===== config.mk =====
export PLATFORM = sky130hd
export DESIGN_NAME = weight_load_ctrl
export DESIGN_NICKNAME = d
export VERILOG_FILES = /design/src/rtl/wl_pkg.sv /design/src/rtl/weight_load_ctrl.sv
export SDC_FILE = /design/constraint.sdc
export NUM_CORES = 1
export LEC_CHECK = 0
export CORE_AREA = 3 3 169 171
export DETAILED_ROUTE_END_ITERATION = 12
export DIE_AREA = 0 0 172 174
export PLACE_DENSITY = 0.75
export RECOVER_POWER = 100
export SKIP_CTS_REPAIR_TIMING = 1
export SYNTH_ARGS = -nofsm -noshare
export SYNTH_HDL_FRONTEND = slang
export SYNTH_SLANG_ARGS = --single-unit

===== constraint.sdc =====
create_clock -name ap_clk -period 6.1 [get_ports ap_clk]
set_input_delay 0.915 -clock ap_clk [delete_from_list [all_inputs] [get_ports ap_clk]]
set_output_delay 0.915 -clock ap_clk [all_outputs]
set_load 0.05 [all_outputs]

===== src/rtl/wl_pkg.sv =====
// Shared types and size helpers for the weight-tile load controller.
package wl_pkg;

    typedef enum logic [2:0] {
        S_IDLE,
        S_CALC,
        S_REQ,
        S_DATA,
        S_DONE
    } wl_state_e;

    localparam logic [31:0] DEF_LAYER_STRIDE = 32'h0001_0000;
    localparam logic [31:0] DEF_HEAD_STRIDE  = 32'h0000_2000;

    function automatic int tile_bytes(input int beats, input int data_w);
        return beats * data_w / 8;
    endfunction

    function automatic int burst_bytes(input int max_burst, input int data_w);
        return max_burst * data_w / 8;
    endfunction

endpackage


===== src/rtl/weight_load_ctrl.sv =====
// Fetches one weight tile as fixed-length read bursts and streams the beats
// into the tile buffer; one command at a time, one burst outstanding.
module weight_load_ctrl
    import wl_pkg::*;
#(
    parameter int                ADDR_W       = 32,
    parameter int                DATA_W       = 64,
    parameter int                TILE_BEATS   = 64,
    parameter int                MAX_BURST    = 16,
    parameter int                NUM_SEL      = 4,
    parameter logic [ADDR_W-1:0] LAYER_STRIDE = ADDR_W'(DEF_LAYER_STRIDE),
    parameter logic [ADDR_W-1:0] HEAD_STRIDE  = ADDR_W'(DEF_HEAD_STRIDE)
) (
    input  logic                          ap_clk,
    input  logic                          ap_rst_n,
    input  logic [NUM_SEL*ADDR_W-1:0]     base_addr,
    input  logic                          wl_start,
    input  logic                          wl_start_ap_vld,
    input  logic [31:0]                   wl_addr_sel,
    input  logic [31:0]                   wl_layer,
    input  logic [31:0]                   wl_head,
    input  logic [31:0]                   wl_tile,
    output logic                          wl_ready,
    output logic                          dma_done,
    output logic                          wl_err,
    output logic                          rd_req_valid,
    input  logic                          rd_req_ready,
    output logic [ADDR_W-1:0]             rd_req_addr,
    output logic [7:0]                    rd_req_len,
    input  logic                          rd_data_valid,
    output logic                          rd_data_ready,
    input  logic [DATA_W-1:0]             rd_data,
    input  logic                          rd_data_last,
    output logic                          buf_we,
    output logic [$clog2(TILE_BEATS)-1:0] buf_addr,
    output logic [DATA_W-1:0]             buf_wdata
);

    localparam int BA_W        = $clog2(TILE_BEATS);
    localparam int NUM_BURSTS  = TILE_BEATS / MAX_BURST;
    localparam int BC_W        = (NUM_BURSTS > 1) ? $clog2(NUM_BURSTS) : 1;
    localparam int BIB_W       = (MAX_BURST > 1) ? $clog2(MAX_BURST) : 1;
    localparam int SEL_W       = (NUM_SEL > 1) ? $clog2(NUM_SEL) : 1;
    localparam int TILE_BYTES  = tile_bytes(TILE_BEATS, DATA_W);
    localparam int BURST_BYTES = burst_bytes(MAX_BURST, DATA_W);

    wl_state_e         r_state, w_next;
    logic [31:0]       r_sel, r_layer, r_head, r_tile;
    logic [ADDR_W-1:0] r_tile_addr;
    logic [BC_W-1:0]   r_burst_cnt;
    logic [BA_W-1:0]   r_beat_cnt;
    logic [BIB_W-1:0]  r_bib;
    logic              r_err;

    logic              w_accept, w_sel_ok, w_beat, w_burst_end, w_last_burst;
    logic [ADDR_W-1:0] w_base, w_tile_addr;

    assign w_accept     = (r_state == S_IDLE) && wl_start && wl_start_ap_vld;
    assign w_sel_ok     = r_sel < 32'(NUM_SEL);
    assign w_base       = base_addr[r_sel[SEL_W-1:0]*ADDR_W +: ADDR_W];
    // Every term is reduced to ADDR_W bits, so overflow wraps silently.
    assign w_tile_addr  = w_base
                        + ADDR_W'(r_layer) * LAYER_STRIDE
                        + ADDR_W'(r_head)  * HEAD_STRIDE
                        + ADDR_W'(r_tile)  * ADDR_W'(TILE_BYTES);
    assign w_beat       = (r_state == S_DATA) && rd_data_valid;
    assign w_burst_end  = w_beat && (r_bib == BIB_W'(MAX_BURST - 1));
    assign w_last_burst = r_burst_cnt == BC_W'(NUM_BURSTS - 1);

    always_ff @(posedge ap_clk or negedge ap_rst_n) begin
        if (!ap_rst_n) r_state <= S_IDLE;
        else           r_state <= w_next;
    end

    always_comb begin
        w_next        = r_state;
        wl_ready      = 1'b0;
        rd_req_valid  = 1'b0;
        rd_data_ready = 1'b0;
        dma_done      = 1'b0;
        case (r_state)
            S_IDLE: begin
                wl_ready = 1'b1;
                if (w_accept) w_next = S_CALC;
            end
            S_CALC: w_next = w_sel_ok ? S_REQ : S_DONE;
            S_REQ: begin
                rd_req_valid = 1'b1;
                if (rd_req_ready) w_next = S_DATA;
            end
            S_DATA: begin
                rd_data_ready = 1'b1;
                if (w_burst_end) w_next = w_last_burst ? S_DONE : S_REQ;
            end
            S_DONE: begin
                dma_done = 1'b1;
                w_next   = S_IDLE;
            end
            default: w_next = S_IDLE;
        endcase
    end

    always_ff @(posedge ap_clk or negedge ap_rst_n) begin
        if (!ap_rst_n) begin
            r_sel       <= '0;
            r_layer     <= '0;
            r_head      <= '0;
            r_tile      <= '0;
            r_tile_addr <= '0;
            r_burst_cnt <= '0;
            r_beat_cnt  <= '0;
            r_bib       <= '0;
            r_err       <= 1'b0;
        end else begin
            if (w_accept) begin
                r_sel   <= wl_addr_sel;
                r_layer <= wl_layer;
                r_head  <= wl_head;
                r_tile  <= wl_tile;
                r_err   <= 1'b0;
            end
            if (r_state == S_CALC) begin
                if (!w_sel_ok) begin
                    r_err <= 1'b1;
                end else begin
                    r_tile_addr <= w_tile_addr;
                    r_burst_cnt <= '0;
                    r_beat_cnt  <= '0;
                    r_bib       <= '0;
                end
            end
            // Burst boundaries follow the beat count; a misplaced last only flags.
            if (w_beat) begin
                r_beat_cnt <= r_beat_cnt + 1'b1;
                if (w_burst_end) begin
                    r_bib <= '0;
                    if (!rd_data_last) r_err <= 1'b1;
                    if (!w_last_burst) r_burst_cnt <= r_burst_cnt + 1'b1;
                end else begin
                    r_bib <= r_bib + 1'b1;
                    if (rd_data_last) r_err <= 1'b1;
                end
            end
        end
    end

    assign rd_req_addr = (r_state == S_REQ)
                       ? r_tile_addr + ADDR_W'(r_burst_cnt) * ADDR_W'(BURST_BYTES) : '0;
    assign rd_req_len  = (r_state == S_REQ) ? 8'(MAX_BURST - 1) : 8'd0;
    assign buf_we      = w_beat;
    assign buf_addr    = w_beat ? r_beat_cnt : '0;
    assign buf_wdata   = w_beat ? rd_data : '0;
    assign wl_err      = r_err;

endmodule


==> impl_metrics.csv, run 1 <==
group,metric,value,unit
outcome,outcome,"finished, violations left",
outcome,violations,"capacitance limit, slew limit",
cts,clockBufferDepth,2,
critical_path,critPathBufInv,2,
global_routing,grt_max_degree,85,
finish,drive_above_1_share,12.24,%
timing,setup_slack,1.006,ns
power,peakVddDrop,0.0001877,V
hold_path,hold_class,"reg -> reg",
critical_path,slowest_delay,1.81,ns
detailed_routing,drt_pass1_iterations,5,
timing,rsz0062_at_grt,"false",
synth,ys_warn_count,0,
global_routing,overflow,0,
placed_design,dp_cells,1632,
power,p_leak,6.571,nW
global_routing,grt_pass1_wl,46220,um
hold_path,hold_start,"r_tile_addr[1]$_DFFE_PN0P_",
timing,clock_skew,0.02002,ns
detailed_routing,routed_wl,30280,um
finish,final_nets,1707,
job,drv_cap,5,
synth,synth_cell_types,55,
power,p_sw,0.0007883,W
cts,htreeDepth,4,
cts,clkTransAtPathRegs,0.07,ns
timing,drv_slew,241,
cts,root_buffer,"clkbuf_16",
placed_design,port_buffers,400,
critical_path,path_delay_family,"buffers and inverters",
synth,synth_area,9523,um^2
timing,final-setup-viol-count,0,
die,fp.coreArea,27030,um^2
cts,cts-buffers-inserted,17,
placed_design,gp_congestion,0.8967,
synth,ys_ff_latch,138,
critical_path,worstSetupPathType,"in -> reg",
cts,clkSinkCount,138,
synth,syn_avg_cell_area,10.22,um^2
critical_path,slowest_stage,"nand3_1",
die,dieArea,29930,um^2
timing,tns,0,ns
die,start_util,35.24,%
timing,worstMarginPinSlew,3.161,ns
timing,final.min_clock_period,5.094,ns
power,power.density,186.8,nW/um^2
timing,slew_headroom,-110.8,%
power,internal_power,0.001908,W
finish,syn2layout_area_growth,51.53,%
die,num_io_pins,443,
global_routing,grt_pass1_vias,8245,
critical_path,r2r_start,"r_sel[1]$_DFFE_PN0P_",
detailed_routing,num_vias,8190,
placed_design,hpwl,24570,um
detailed_routing,antenna_left,0,
power,switching_share,29.24,%
critical_path,worst_r2r_path_depth,11,
detailed_routing,wl_per_cell,18.15,um
synth,synth_cells,932,
hold_path,holdPathStages,2,
global_routing,track_usage,19.96,%
critical_path,critPathLaunchType,"input port",
power,p_seq_share,35.8,%
detailed_routing,drc_errors,0,
hold_path,hold_end,"r_tile_addr[1]$_DFFE_PN0P_",
finish,fin_cells,1668,
timing,fmax,196.3,MHz
critical_path,cp_cell_sequence,"dlygate4sd3_1 > nand3_1 > clkbuf_1 > mux2_2",
synth,synthArstFlopShare,100.0,%
detailed_routing,drt_iter0_drc,445,
critical_path,critical_path.max_fanout,54,
timing,hold_viol,0,
detailed_routing,via_per_inst,4.910,
global_routing,grt_antenna_before_repair,4,
critical_path,required,6.40,ns
timing,post-route-period-util,83.50,%
power,combPwrFrac,22.1,%
synth,yosys_most_used_dff,"dfrtp_1",
cts,clock_latency,0.43,ns
critical_path,end_kind,"flop",
synth,seq_area_frac_synth,36.26,%
cts,cts_tree,"yes",
placed_design,pre_cts_ws,1.355,ns
die,rows,60,
critical_path,reg2reg_setup_slack,1.19,ns
synth,synth_edf_count,0,
critical_path,timing.rr.end,"r_tile_addr[31]$_DFFE_PN0P_",
die,die_h,174,um
critical_path,arrival,5.39,ns
die,die_x,172,um
power,clock_power_share,42.1,%
==> per-layer routing <==
| layer | global-route usage, % | vias to the layer above | wire [um] |
|---|---|---|---|
| li1 | - | 3930 | - |
| met1 | 27.10 | 3971 | 13190 |
| met2 | 32.41 | 268 | 14670 |
| met3 | 4.276 | 21 | 1992 |
| met4 | 5.223 | 0 | 430 |
| met5 | 0 | - | 0 |
==> sequential cells by signal, indices dropped and copies added, names as in the netlist <==
| signal | count |
|---|---|
| r_state | 3 |
| r_tile_addr | 32 |
| r_beat_cnt | 6 |
| wl_err | 1 |
| r_sel | 32 |
| r_burst_cnt | 2 |
| r_tile | 23 |
| r_head | 19 |
| r_layer | 16 |
| r_bib | 4 |
==> power groups by stage <==
stage	logic [W]	clock network [W]	registers [W]
global placement	0.000602	0	0.000982
finish	0.000595	0.00113	0.000967
CTS	0.000613	0.00117	0.000966
global route	0.000642	0.00121	0.000971
detailed placement	0.000610	0	0.000983
floorplan	0.000302	0	0.000976
==> worst reg2reg max path, stage by stage (launching register included) <==
cell and delay (ns):
dfrtp_1 1.55, mux4_2 0.47, ha_1 0.31, ha_1 0.31, ha_1 0.24, fa_1 0.43, a211oi_1 0.43, o21ai_0 0.20
o211ai_1 0.13, a31oi_1 0.25, a2111o_1 0.44, nand3_1 0.09
==> synth_stat cells, types with 2 or more instances <==
master | instances | area share, %
o21ai_0 | 32 | 1.7
fa_1 | 35 | 7.4
and4_1 | 4 | 0.37
a211oi_1 | 4 | 0.32
buf_4 | 8 | 0.63
a2111oi_0 | 3 | 0.28
nand2_1 | 84 | 3.3
inv_1 | 105 | 4.1
clkbuf_1 | 36 | 1.4
and2_0 | 2 | 0.13
a21oi_1 | 18 | 0.95
and3_1 | 10 | 0.66
a31o_2 | 2 | 0.18
ha_1 | 35 | 4.6
a2bb2oi_1 | 2 | 0.18
nand4_1 | 12 | 0.79
o311ai_0 | 2 | 0.18
o21a_1 | 6 | 0.47
nand2b_1 | 2 | 0.13
or3_1 | 6 | 0.39
nand3_1 | 31 | 1.6
a2111o_1 | 2 | 0.24
a31oi_1 | 4 | 0.26
o211ai_1 | 3 | 0.24
and2_1 | 83 | 5.5
nor2_1 | 46 | 1.8
buf_1 | 3 | 0.12
mux4_2 | 32 | 7.6
xnor2_1 | 17 | 1.6
nor4_1 | 9 | 0.59
dfrtp_1 | 138 | 36
o31ai_1 | 3 | 0.24
a21o_1 | 14 | 1.1
xor2_1 | 20 | 1.8
mux2_2 | 90 | 11
nor3_1 | 8 | 0.42
a221oi_1 | 2 | 0.18
o21bai_1 | 2 | 0.16
==> logic make-up after synthesis <==
| group | Yosys count | synth area share [%] |
|---|---|---|
| simple gates | 302 | 16.06 |
| buf+inv | 155 | 6.517 |
| flops | 138 | 36.26 |
| mux | 122 | 18.21 |
| compound gates | 106 | 7.318 |
| fa+ha+maj | 70 | 11.96 |
| xor+xnor | 38 | 3.639 |
| other cells | 1 | 0.03938 |
==> worst max path at each step <==
stage | to | slack, ns | startpoint | depth (start not counted)
6_report | r_tile[2]$_DFFE_PN0P_ | 1.01 | wl_start_ap_vld | 4
3_3_place_gp | buf_wdata[26] | 1.40 | rd_data_valid | 6
4_1_cts | buf_wdata[26] | 1.36 | rd_data_valid | 6
2_1_floorplan | r_tile_addr[25]$_DFFE_PN0P_ | 1.90 | r_sel[0]$_DFFE_PN0P_ | 13
5_1_grt | r_tile[2]$_DFFE_PN0P_ | 0.61 | wl_start_ap_vld | 4
3_5_place_dp | buf_wdata[26] | 1.36 | rd_data_valid | 6
==> layout make-up <==
type	instances	area (um^2)
antenna	4	10.01
clock buffer	17	425.4
clock inverter	15	215.2
fill	2407	12600
inverter	106	397.9
multi-input combinational	642	5465
sequential	138	3455
tap	341	426.7
timing repair buffer	405	4035
==> metrics by stage <==
stage	hold slack, ns	utilization [%]	instance area [um^2]	total power [W]
detailed placement	0.4549	51.07	13800	0.001593
floorplan	0.4374	-	9534	0.001277
finish	0.4686	53.39	14430	0.002696
global placement	0.4494	51.07	13800	0.001584
CTS	0.4713	53.44	14440	0.002749
global route	0.4894	53.37	14430	0.002821
==> layout by cell type, fill, tap and decap left out, types with 35 or more instances in the layout <==
cell / instances
and2_1: 62
clkdlybuf4s50_1: 303
dfrtp_1: 137
dlygate4sd3_1: 96
fa_1: 35
ha_1: 35
inv_1: 105
mux2_2: 89
nand2_1: 84
nor2_1: 46
(Power assumes the default switching activity.)
==> run 2, diff against run 1 <==
--- a/config.mk
+++ b/config.mk
@@ -5,10 +5,10 @@
 export SDC_FILE = /design/constraint.sdc
 export NUM_CORES = 1
 export LEC_CHECK = 0
-export CORE_AREA = 3 3 169 171
+export CORE_AREA = 3 3 172 174
 export DETAILED_ROUTE_END_ITERATION = 12
-export DIE_AREA = 0 0 172 174
-export PLACE_DENSITY = 0.75
+export DIE_AREA = 0 0 175 177
+export PLACE_DENSITY = 0.76
 export RECOVER_POWER = 100
 export SKIP_CTS_REPAIR_TIMING = 1
 export SYNTH_ARGS = -nofsm -noshare
==> constraint.sdc (replaced) <==
create_clock -name ap_clk -period 4.4 [get_ports ap_clk]
set_input_delay 0.66 -clock ap_clk [delete_from_list [all_inputs] [get_ports ap_clk]]
set_output_delay 0.66 -clock ap_clk [all_outputs]
set_load 0.05 [all_outputs]
==> impl_metrics.csv, run 2 (synthesis results as in run 1) <==
group,metric,value,unit
outcome,outcome,"finished, violations left",
outcome,violations,"capacitance limit, slew limit",
die,fp.coreArea,27930,um^2
die,num_io_pins,443,
critical_path,required,3.74,ns
critical_path,reg2reg_setup_slack,0.36,ns
detailed_routing,routed_wl,29910,um
cts,root_buffer,"clkbuf_16",
power,p_seq_share,36.8,%
detailed_routing,num_vias,8124,
global_routing,grt_max_degree,81,
cts,clkTransAtPathRegs,0.06,ns
timing,final.min_clock_period,4.045,ns
timing,drv_slew,240,
placed_design,place_area,13720,um^2
power,p_sw,0.001106,W
power,power.density,256.1,nW/um^2
timing,worstMarginPinSlew,2.027,ns
detailed_routing,drt_iter0_drc,377,
timing,slew_headroom,-35.13,%
detailed_routing,antenna_left,0,
finish,drive_above_1_share,16.55,%
critical_path,critical_path.max_fanout,6,
hold_path,hold_class,"reg -> reg",
finish,stdcell_area,14210,um^2
critical_path,slowest_stage,"dlygate4sd3_1",
detailed_routing,drc_errors,0,
job,drv_cap,5,
finish,final_cell_mix,"286 x clkdlybuf4s50_1, 136 x dfrtp_1, 105 x inv_1, 90 x mux2_2, 84 x nand2_1",
finish,syn2layout_area_growth,49.27,%
detailed_routing,via_per_inst,4.759,
global_routing,grt_pass1_wl,46120,um
global_routing,grt_antenna_before_repair,1,
global_routing,overflow,0,
timing,hold_viol,0,
placed_design,gp_congestion,0.8600,
timing,fmax,247.2,MHz
cts,clkSinkCount,138,
die,start_util,34.09,%
power,switching_share,30.39,%
detailed_routing,wl_per_cell,17.52,um
timing,clock_skew,0.01137,ns
finish,layout_commonest_cell,"clkdlybuf4s50_1",
cts,cts_tree,"yes",
detailed_routing,drt_pass1_iterations,5,
timing,tns,0,ns
placed_design,port_buffers,400,
critical_path,slowest_delay,0.93,ns
die,die_x,175,um
finish,final_nets,1713,
power,combPwrFrac,22.3,%
placed_design,hpwl,24580,um
critical_path,end_kind,"output pin",
power,peakVddDrop,0.0001940,V
global_routing,track_usage,18.93,%
critical_path,arrival,3.38,ns
power,internal_power,0.002534,W
critical_path,critPathLaunchType,"flop",
power,p_leak,6.475,nW
timing,rsz0062_at_grt,"false",
critical_path,worstSetupPathType,"reg -> out",
timing,final-setup-viol-count,0,
power,clock_power_share,40.9,%
critical_path,cp_cell_sequence,"ha_1 > fa_1 > nand3_1 > nor4_1 > nand4_1 > xor2_1 > nor2_1 > dlygate4sd3_1",
timing,post-route-period-util,91.92,%
cts,clockBufferDepth,2,
cts,cts-buffers-inserted,17,
global_routing,grt_pass1_vias,8448,
cts,clock_latency,0.42,ns
die,rows,61,
finish,antenna_cells,0,
finish,reg.largest.list,"r_sel (32), r_tile_addr (32), r_tile (23)",
die,die_h,177,um
die,dieArea,30980,um^2
cts,htreeDepth,4,
[run 2: final timing paths]
check                           depth (start not counted)                        from                           to
worst max-delay path                                    8    r_burst_cnt[0]$_DFF_PN0_              rd_req_addr[29]
worst min-delay path                                    2  r_tile_addr[5]$_DFFE_PN0P_   r_tile_addr[5]$_DFFE_PN0P_
worst max register to register                         12        r_sel[0]$_DFFE_PN0P_  r_tile_addr[30]$_DFFE_PN0P_
worst min register to register                          2  r_tile_addr[5]$_DFFE_PN0P_   r_tile_addr[5]$_DFFE_PN0P_
max in group asynchronous                               2                    ap_rst_n         r_sel[1]$_DFFE_PN0P_
min in group asynchronous                               1                    ap_rst_n        r_head[4]$_DFFE_PN0P_
[run 2: routing by layer]
layer / GRT usage (%) / wire length (um) / vias up
met5: 0 / 11 / -
met4: 5.053 / 490 / 2
met1: 24.71 / 12910 / 3897
met2: 30.86 / 14410 / 258
met3: 5.641 / 2095 / 33
li1: - / - / 3934
[run 2: power groups by stage]
stage	sequential, W	clock [W]	combinational (W)
detailed placement	0.00136	0	0.000832
global route	0.00135	0.00159	0.000876
finish	0.00134	0.00149	0.000811
global placement	0.00136	0	0.000821
floorplan	0.00135	0	0.000418
CTS	0.00134	0.00153	0.000836
[run 2: per-stage QoR]
step,std cells,worst slack (ns),power (W),util (%),hold slack [ns]
final,1707,0.3554,0.003640,50.89,0.4664
after global routing,1707,0.07416,0.003811,50.89,0.5053
after CTS,1707,0.3608,0.003705,51.29,0.3045
after detailed placement,1675,0.03152,0.002196,49.10,0.4541
after global placement,1675,0.1300,0.002181,49.10,0.4482
after floorplan,935,0.2016,0.001771,-,0.3644
[run 2: worst max-delay path, delay by kind of cell (launching register included)]
kind	cells	cell delay (ns)
buffers and inverters	1	0.93
AND/OR/NAND/NOR	4	0.91
adder cells (fa/ha/maj)	2	0.54
flip-flops	1	0.41
XOR/XNOR	1	0.17
[run 2: cell type report]
| type | instances | area (um^2) |
|---|---|---|
| Tap cell | 378 | 473.0 |
| Sequential cell | 138 | 3456 |
| Timing Repair Buffer | 411 | 3812 |
| Multi-Input combinational cell | 642 | 5465 |
| Clock buffer | 18 | 439.2 |
| Inverter | 106 | 397.9 |
| Clock inverter | 14 | 171.4 |
| Fill cell | 2601 | 13720 |
==> run 3, diff against run 2 <==
--- a/config.mk
+++ b/config.mk
@@ -6,8 +6,10 @@
 export NUM_CORES = 1
 export LEC_CHECK = 0
 export CORE_AREA = 3 3 172 174
+export CTS_CLUSTER_SIZE = 14
 export DETAILED_ROUTE_END_ITERATION = 12
 export DIE_AREA = 0 0 175 177
+export GPL_TIMING_DRIVEN = 0
 export PLACE_DENSITY = 0.76
 export RECOVER_POWER = 100
 export SKIP_CTS_REPAIR_TIMING = 1
==> constraint.sdc (replaced) <==
create_clock -name ap_clk -period 4.4 [get_ports ap_clk]
set_input_delay 0.66 -clock ap_clk [delete_from_list [all_inputs] [get_ports ap_clk]]
set_output_delay 0.66 -clock ap_clk [all_outputs]
set_load 0.005 [all_outputs]
==> impl_metrics.csv, run 3 (synthesis results as in run 1) <==
group,metric,value,unit
die,start_util,34.09,%
finish,final_nets,1751,
global_routing,grt_pass1_wl,48810,um
detailed_routing,drt_iter0_drc,359,
global_routing,grt_pass1_vias,8648,
hold_path,hold_class,"reg -> reg",
detailed_routing,drc_errors,0,
timing,drv_slew,65,
critical_path,required,4.75,ns
outcome,outcome,"finished, violations left",
critical_path,critPathLaunchType,"flop",
detailed_routing,routed_wl,32000,um
die,dieArea,30980,um^2
cts,htreeDepth,4,
detailed_routing,drt_pass1_iterations,5,
timing,whs,0.4663,ns
timing,final.min_clock_period,4.206,ns
placed_design,port_buffers,400,
cts,clock_latency,0.42,ns
power,peakVddDrop,0.0002003,V
global_routing,grt_antenna_before_repair,3,
finish,drive_above_1_share,12.58,%
cts,clkSinkCount,138,
critical_path,worstSetupPathType,"reg -> reg",
cts,root_buffer,"clkbuf_16",
cts,cts-buffers-inserted,17,
cts,cts_tree,"yes",
outcome,violations,"capacitance limit, slew limit",
timing,hold_viol,0,
die,fp.coreArea,27930,um^2
job,drv_cap,1,
hold_path,hold_start,"r_tile_addr[5]$_DFFE_PN0P_",
die,rows,61,
critical_path,arrival,4.55,ns
timing,worstMarginPinSlew,3.699,ns
critical_path,critical_path.max_fanout,10,
global_routing,overflow,0,
detailed_routing,wl_per_cell,18.34,um
finish,antenna_cells,0,
power,power.density,237.5,nW/um^2
finish,layout_commonest_cell,"clkdlybuf4s50_1",
finish,reg.largest.list,"r_sel (32), r_tile_addr (32), r_tile (23)",
timing,post-route-period-util,95.59,%
finish,fill_cells,2485,
finish,post-route-util,52.42,%
global_routing,grt_max_degree,75,
timing,final-setup-viol-count,0,
timing,slew_headroom,-146.6,%
die,die_h,177,um
timing,fmax,237.8,MHz
critical_path,end_kind,"flop",
die,num_io_pins,443,
placed_design,gp_congestion,0.8935,
power,p_leak,6.529,nW
detailed_routing,num_vias,8316,
die,die_x,175,um
timing,rsz0062_at_grt,"false",
detailed_routing,antenna_left,0,
critical_path,startpoint,"r_sel[1]$_DFFE_PN0P_",
cts,clockBufferDepth,2,
finish,final_cell_mix,"344 x clkdlybuf4s50_1, 138 x dfrtp_1, 105 x inv_1, 89 x mux2_2, 84 x nand2_1",
global_routing,track_usage,20.26,%
cts,clkTransAtPathRegs,0.06,ns
timing,clock_skew,0.01376,ns
detailed_routing,via_per_inst,4.766,
critical_path,r2r_start,"r_sel[1]$_DFFE_PN0P_",
finish,syn2layout_area_growth,53.78,%
placed_design,hpwl,26710,um
==> run 3: through the flow <==
| stage | total power (W) | instances | cell area [um^2] | setup slack (ns) | setup TNS [ns] |
|---|---|---|---|---|---|
| 2_1_floorplan | 0.001599 | 935 | 9534 | 0.2016 | 0 |
| 3_3_place_gp | 0.002032 | 1713 | 14010 | -3.074 | -425.75 |
| 3_5_place_dp | 0.002049 | 1714 | 14040 | -0.5261 | -4.576 |
| 4_1_cts | 0.003533 | 1746 | 14640 | -0.5877 | -5.313 |
| 5_1_grt | 0.003650 | 1745 | 14640 | 0.02047 | 0 |
| 6_report | 0.003478 | 1745 | 14640 | 0.1941 | 0 |
==> run 3: cell type report <==
class,instances,area (um^2),area share [%]
plain buffers,48,236.5,1.615
multi-input cells,642,5460,37.29
repair buffers,401,4025,27.49
well taps,378,473.0,3.230
flip-flops and latches,138,3453,23.58
inverters,106,397.9,2.717
clock inverters,15,172.7,1.179
clock buffers,17,425.4,2.905
==> run 3: path summary, 6_finish.rpt <==
| path | cells past startpoint | slack, ns | to |
|---|---|---|---|
| max in group asynchronous | 1 | 0.80 | r_tile_addr[4]$_DFFE_PN0P_ |
| setup / recovery | 13 | 0.19 | r_tile_addr[30]$_DFFE_PN0P_ |
| setup reg to reg | 13 | 0.19 | r_tile_addr[30]$_DFFE_PN0P_ |
| min in group asynchronous | 1 | 1.49 | r_tile[8]$_DFFE_PN0P_ |
| hold reg to reg | 2 | 0.47 | r_tile_addr[5]$_DFFE_PN0P_ |
| hold / removal | 2 | 0.47 | r_tile_addr[5]$_DFFE_PN0P_ |
==> run 3: where the power goes <==
group          internal, W  switching [W]
registers          0.00130      0.0000384
clock network     0.000814       0.000650
logic             0.000425       0.000247
total              0.00254       0.000936
==> run 3: metal layers <==
| metal | wire length, um | vias up | global-route usage, % |
|---|---|---|---|
| met5 | 22 | - | 0 |
| met3 | 1838 | 29 | 4.269 |
| met1 | 14100 | 3987 | 27.61 |
| met2 | 15560 | 283 | 33.46 |
| met4 | 482 | 4 | 4.388 |
| li1 | - | 4013 | - |
==> run 3: critical path: stages, from the launching register on <==
cell       delay [ns]
dfrtp_1          0.32
clkbuf_1         0.26
clkbuf_1         0.69
mux4_2           0.39
inv_1            0.06
fa_1             0.48
inv_1            0.05
ha_1             0.37
a21o_1           0.19
a21o_1           0.20
a2111oi_0        0.53
o311ai_0         0.23
a31o_2           0.31
nand3_1          0.07
